<file path="src/rtl/bank_arbiter_pkg.sv">
// Shared types and sizing helpers for the CoCo/Arduino EEPROM bus arbiter.
package bank_arbiter_pkg;

    typedef enum logic [2:0] {
        IDLE,
        COCO,
        DRAIN,
        TURN,
        ARD,
        BACK
    } arb_state_e;

    localparam int GRANT_TIMEOUT_DFLT = 4096;
    localparam int WDOG_W = $clog2(GRANT_TIMEOUT_DFLT);

    // Watchdog width for an arbitrary timeout; never narrower than one bit.
    function automatic int wdog_width(input int timeout);
        return (timeout > 2) ? $clog2(timeout) : 1;
    endfunction

endpackage

</file>
<file path="src/rtl/bank_arbiter_sync_bus.sv">
// Multi-bit synchroniser: every bit of d passes STAGES flops before use.
module sync_bus
    import bank_arbiter_pkg::*;
#(
    parameter int              WIDTH   = 1,
    parameter int              STAGES  = 2,
    parameter logic [WIDTH-1:0] RST_VAL = '0
) (
    input  logic             clk,
    input  logic             rst_n,
    input  logic [WIDTH-1:0] d,
    output logic [WIDTH-1:0] q
);

    logic [WIDTH-1:0] pipe [STAGES];

    // NOTE: the flop chain is a small array of real registers, so it is reset
    // explicitly to the inactive level of each input; nothing reads garbage after reset.
    always_ff @(posedge clk or negedge rst_n) begin
        if (!rst_n) begin
            for (int i = 0; i < STAGES; i++) pipe[i] <= RST_VAL;
        end else begin
            pipe[0] <= d;
            for (int i = 1; i < STAGES; i++) pipe[i] <= pipe[i-1];
        end
    end

    assign q = pipe[STAGES-1];

endmodule

</file>
<file path="src/rtl/bank_arbiter.sv">
// EEPROM bus arbiter between the CoCo cartridge port and the Arduino, with bank register and grant watchdog.
// Optional LED pulse stretching is enabled by defining LED_STRETCH_EN.
module bank_arbiter
    import bank_arbiter_pkg::*;
#(
    parameter int BANK_BITS     = 2,
    parameter int SYNC_STAGES   = 2,
    parameter int GRANT_TIMEOUT = 4096,
    parameter int LED_STRETCH_W = 16
) (
    input  logic                 clk,
    input  logic                 rst_n,
    input  logic                 c_power,
    input  logic                 a_power,
    input  logic                 eclk,
    input  logic                 scs,
    input  logic                 cts,
    input  logic                 coco_rw,
    input  logic [BANK_BITS-1:0] coco_addr,
    input  logic                 busreq,
    input  logic [BANK_BITS-1:0] banksw,
    input  logic                 ard_een,
    input  logic                 ard_we,
    output logic                 ard_grant,
    output logic                 ard_sel,
    output logic                 timeout,
    output logic                 c_busen,
    output logic                 c_dataen,
    output logic                 a_busen,
    output logic [BANK_BITS-1:0] bank,
    output logic                 een,
    output logic                 wee,
    output logic                 led_cbus,
    output logic                 led_scs,
    output logic                 led_cts,
    output logic                 led_rw
);

    localparam int CW = wdog_width(GRANT_TIMEOUT);
    localparam int SW = 7 + 2 * BANK_BITS;
    // Idle levels: powers/eclk/busreq low, active-low strobes high, read selected.
    localparam logic [SW-1:0] SYNC_RST = {7'b0001110, {(2 * BANK_BITS){1'b0}}};

    logic                 c_power_s, a_power_s, eclk_s, scs_s, cts_s, coco_rw_s, busreq_s;
    logic [BANK_BITS-1:0] coco_addr_s, banksw_s;

    sync_bus #(
        .WIDTH  (SW),
        .STAGES (SYNC_STAGES),
        .RST_VAL(SYNC_RST)
    ) u_sync (
        .clk  (clk),
        .rst_n(rst_n),
        .d    ({c_power, a_power, eclk, scs, cts, coco_rw, busreq, coco_addr, banksw}),
        .q    ({c_power_s, a_power_s, eclk_s, scs_s, cts_s, coco_rw_s, busreq_s, coco_addr_s, banksw_s})
    );

    arb_state_e           state, state_nxt;
    logic [CW-1:0]        wdog;
    logic                 wdog_exp;
    logic                 scs_d;
    logic                 timeout_nxt;
    logic [BANK_BITS-1:0] coco_bank, coco_bank_nxt;
    logic                 coco_side;

    assign wdog_exp = (wdog == CW'(GRANT_TIMEOUT - 1));

    // NOTE: every variable is given a default before the case so no path
    // leaves one unassigned; that keeps this block free of inferred latches.
    always_comb begin
        state_nxt = state;
        unique case (state)
            IDLE: begin
                if (c_power_s)                   state_nxt = COCO;
                else if (a_power_s && busreq_s)  state_nxt = ARD;
            end
            COCO: begin
                if (!c_power_s)                  state_nxt = IDLE;
                else if (busreq_s && a_power_s)  state_nxt = DRAIN;
            end
            DRAIN: begin
                if (!c_power_s)                  state_nxt = IDLE;
                else if (!a_power_s)             state_nxt = COCO;
                else if (scs_s && cts_s && !eclk_s) state_nxt = TURN;
            end
            TURN: state_nxt = c_power_s ? ARD : IDLE;
            ARD: begin
                // Losing c_power alone does not revoke an active, wanted grant.
                if (!busreq_s || !a_power_s || wdog_exp)
                    state_nxt = c_power_s ? BACK : IDLE;
            end
            BACK:    state_nxt = c_power_s ? COCO : IDLE;
            default: state_nxt = IDLE;
        endcase
    end

    always_comb begin
        timeout_nxt   = timeout;
        coco_bank_nxt = coco_bank;
        if (state == ARD && wdog_exp)
            timeout_nxt = 1'b1;
        else if ((state == COCO || state == IDLE) && !busreq_s)
            timeout_nxt = 1'b0;
        if (state == COCO && scs_d && !scs_s)
            coco_bank_nxt = coco_addr_s;
    end

    assign coco_side = (state_nxt == COCO) || (state_nxt == DRAIN);

    // NOTE: sequential state uses non-blocking assignments only, so every flop
    // samples the values from before this edge regardless of statement order.
    always_ff @(posedge clk or negedge rst_n) begin
        if (!rst_n) begin
            state     <= IDLE;
            wdog      <= '0;
            scs_d     <= 1'b1;
            timeout   <= 1'b0;
            coco_bank <= '0;
            ard_grant <= 1'b0;
            ard_sel   <= 1'b0;
            c_busen   <= 1'b1;
            c_dataen  <= 1'b1;
            a_busen   <= 1'b1;
            bank      <= '0;
        end else begin
            state     <= state_nxt;
            wdog      <= (state == ARD && state_nxt == ARD) ? wdog + CW'(1) : '0;
            scs_d     <= scs_s;
            timeout   <= timeout_nxt;
            coco_bank <= coco_bank_nxt;
            ard_grant <= (state_nxt == ARD);
            ard_sel   <= a_power_s && c_power_s && !scs_s && eclk_s;
            c_busen   <= !coco_side;
            c_dataen  <= coco_side ? (scs_s && cts_s) : 1'b1;
            a_busen   <= (state_nxt != ARD);
            bank      <= (state_nxt == ARD) ? banksw_s : coco_bank_nxt;
        end
    end

    // EEPROM strobes follow the current owner; the CoCo side never writes.
    always_comb begin
        een = 1'b1;
        wee = 1'b1;
        if (state == ARD) begin
            een = ard_een;
            if (a_power_s) wee = ard_we;
        end else if (state == COCO) begin
            een = cts_s;
        end
    end

    logic [3:0] led_ev, led_q;
    assign led_ev = {!c_busen, !scs_s, !cts_s, !wee};

`ifdef LED_STRETCH_EN
    logic [LED_STRETCH_W-1:0] led_cnt [4];

    always_ff @(posedge clk or negedge rst_n) begin
        if (!rst_n) begin
            for (int i = 0; i < 4; i++) led_cnt[i] <= '0;
            led_q <= '0;
        end else begin
            for (int i = 0; i < 4; i++) begin
                if (led_ev[i])
                    led_cnt[i] <= '1;
                else if (led_cnt[i] != '0)
                    led_cnt[i] <= led_cnt[i] - 1'b1;
                led_q[i] <= led_ev[i] || (led_cnt[i] != '0);
            end
        end
    end
`else
    always_ff @(posedge clk or negedge rst_n) begin
        if (!rst_n) led_q <= '0;
        else        led_q <= led_ev;
    end
`endif

    assign {led_cbus, led_scs, led_cts, led_rw} = led_q;

    // CoCo R/W is carried through the synchroniser but no decision depends on it.
    logic unused_ok;
    assign unused_ok = &{1'b0, coco_rw_s, (LED_STRETCH_W > 0)};

endmodule

</file>
<file path="config.mk">
export PLATFORM = sky130hd
export DESIGN_NAME = bank_arbiter
export DESIGN_NICKNAME = d
export VERILOG_FILES = /design/src/rtl/bank_arbiter_pkg.sv /design/src/rtl/bank_arbiter_sync_bus.sv /design/src/rtl/bank_arbiter.sv
export SDC_FILE = /design/constraint.sdc
export NUM_CORES = 1
export LEC_CHECK = 0
export CAP_MARGIN = 40
export CORE_MARGIN = 1
export CORE_UTILIZATION = 45
export CTS_CLUSTER_SIZE = 20
export DETAILED_ROUTE_END_ITERATION = 10
export GPL_TIMING_DRIVEN = 1
export PLACE_DENSITY = 0.66
export SYNTH_ARGS = -nofsm -noshare
export SYNTH_HDL_FRONTEND = slang
export SYNTH_HIERARCHICAL = 1
export SYNTH_SLANG_ARGS = --single-unit
export TNS_END_PERCENT = 1
</file>
<file path="constraint.sdc">
create_clock -name clk -period 5.6 [get_ports clk]
set_input_delay 1.12 -clock clk [delete_from_list [all_inputs] [get_ports clk]]
set_output_delay 1.12 -clock clk [all_outputs]
set_load 0.005 [all_outputs]
</file>
==> results.md <==
- Switching fraction of total power: a little over a fifth
- Cts repair resizes: 0
- Clk buf depth: 2
- Postcts setup bufs: 0
- IO Pins: 29
- Setup TNS: 0 ns
- RSZ-0062 raised after global routing: no
- CP delay by family, top: buffers and inverters
- Post-synthesis cell count: around 150
- Synthesis warning total: 6
- Final Max Tran Viols: 0
- Gpl congestion: just over 0.8
- Cts hold-fix bufs: 0
- Clock sink total: 50
- Initial DRC Count: 46
- Via density: approximately 4.9
- Antenna violations before repair: 0
- Port Buffers: 27
- Worst Tran Pin Value: between 0.5 and 0.6 ns
- Register area: 1260 sq um
- WHS Path Cells: 0
- Antenna viol nets, final: 0
- Number of global-route vias before repair: ~1100
- R2r setup slk: ~3.3 ns
- Max-cap violations: 0
- Std-Cell Rows: 23
- H-tree depth: 2
- Worst reg2reg path depth: 6
- Worst Hold Launch: u_sync/pipe[19]$_DFF_PN0_
- Layout fillers: 340
- Area grow syn2layout: 19.3%
- Final hold viol count: 0
- Rel. slew slack: a little under two thirds
- Worst r2r src: wdog[0]$_DFF_PN0_
- Fin nets: approximately 190
- CTS root buffer: clkbuf_8
- Util after Layout: 56.6%
- Netlist Area Pre-Place: around 1900 sq um
- Drt first pass iters: 4
- Via count: between 1000 and 1500
- Diodes inserted: 0
- Syn nets: around 170
- Pwr per Cell Area: 318 nW/um^2
- Total wire length: approximately 3000 microns
- Gr ovfl total: 0
- Final Skew: roughly 0.0027 ns
- Clock Power Share: 33.9%
- Period utilisation layout: approximately three fifths
- Largest net degree at the start of global routing: 32
- Layout cells sized above 1: approximately 16%
- Worst path max stage delay: ~0.50 ns
- Detailed Place HPWL: around 2200 microns
- Die area: 4550 sq um
- CTS tree: yes
- Cell mode on critical path: clkdlybuf4s50_1
- Overall die width: slightly below 70 microns
- CP Max Fanout: 1
- Maximum VDD drop: 0.154 mV
- Internal Power: between 500 and 600 uW
- Worst EP required: about 4.5 ns
- FF-to-FF End: bank[0]$_DFF_PN0_
- Average size of a mapped cell: 12.9 sq um
- Combinational share of power: ~11%
- Tightest Hold Check Type: flip-flop to flip-flop
- Die Ht: 67.4 microns
- DRC: 0
- Fmax achieved: approximately 300 MHz
- Crit path launch type: primary input
- Core area: approximately 4100 sq um
- # setup viols final: 0
- Crit. End Element: output port
- Crit path buffers/inverters: 2
- Flop pwr share: a little under three fifths
- GRT Total Usage: approximately 16%
- Multi-input gate area: between 500 and 600 sq um
- Final min period: between 3 and 4 ns
- Run status: finished, final reports clean
- Switching power: roughly 160 uW
- Hold path endpoint: u_sync/q[8]$_DFF_PN0_
- Initial Utilization: between 40% and 50%
- CTS clk-pin slew, worst paths: ~0.080 ns
- CTS Buf Count: 5
- Routed length per instance: 13.2 microns
- Cell breakdown of the critical path: clkdlybuf4s50_1 -> o22ai_1 -> nand2b_1 -> clkdlybuf4s50_1
- Worst-Skew Late Latency: roughly 0.30 ns
- CP max-delay cell: clkdlybuf4s50_1
- Lkg Pwr: ~0.98 nW
- First-pass GRT wire length: 5080 microns
- Critical path type: primary input to output port
- Crit path DAT: roughly 2.2 ns
per-layer routing:
metal | up-vias | track usage [%] | share of wire [%]
met3 | 5 | 5.07 | 4.7
met1 | 532 | 19.8 | 44
met2 | 28 | 24.9 | 49
met4 | 0 | 7.98 | 2.1
met5 | - | 0 | 0
li1 | 531 | - | -
flip-flops by register name, summed over array words and instances, names as in the netlist, 2 cells and up:
| signal | count |
|---|---|
| u_sync/pipe | 10 |
| u_sync/q | 10 |
| led_q | 4 |
| bank | 2 |
| wdog | 12 |
| coco_bank | 2 |
| state | 3 |
cells in the final DEF, fill, tap and decap left out, types with 4 or more instances in the layout:
cell type	instances
nand2_1	7
xnor2_1	5
nand2b_1	5
o21ai_0	4
nor2_1	15
dfrtp_1	42
dfstp_2	8
clkbuf_8	5
nand3_1	5
xor2_1	4
clkdlybuf4s50_1	26
inv_1	9
how the worst max path moves through the flow:
stage	cells after the start	from	slack [ns]	endpoint
floorplan	2	ard_een	3.19	een
global placement	4	ard_een	2.28	een
detailed placement	4	ard_een	2.25	een
CTS	4	ard_een	2.23	een
global route	4	ard_een	2.17	een
finish	4	ard_een	2.25	een
stage by stage:
stage	area (sq um)	hold slack [ns]	std cells	worst slack, ns	power (mW)
5_1_grt	2300	0.360	223	2.17	0.769
3_5_place_dp	2180	0.336	215	2.25	0.492
2_1_floorplan	1930	0.331	149	3.19	0.447
3_3_place_gp	2160	0.335	214	2.28	0.485
6_report	2300	0.353	223	2.25	0.731
4_1_cts	2300	0.356	223	2.23	0.742
final cells by class:
type                            count  area share, %
Sequential cell                    50           54.9
Multi-Input combinational cell     78           23.6
Timing Repair Buffer               28           12.4
Clock buffer                        5           2.99
Tap cell                           50           2.72
Clock inverter                      3           1.96
Inverter                            9           1.47
power groups by stage:
stage | Combinational (mW) | Clock, mW | Sequential [mW]
5_1_grt | 0.0893 | 0.273 | 0.407
6_report | 0.0797 | 0.248 | 0.404
3_3_place_gp | 0.0768 | 0 | 0.409
2_1_floorplan | 0.0401 | 0 | 0.407
4_1_cts | 0.0816 | 0.256 | 0.404
3_5_place_dp | 0.0809 | 0 | 0.411
Note: power is estimated with default switching activity, not from simulation.
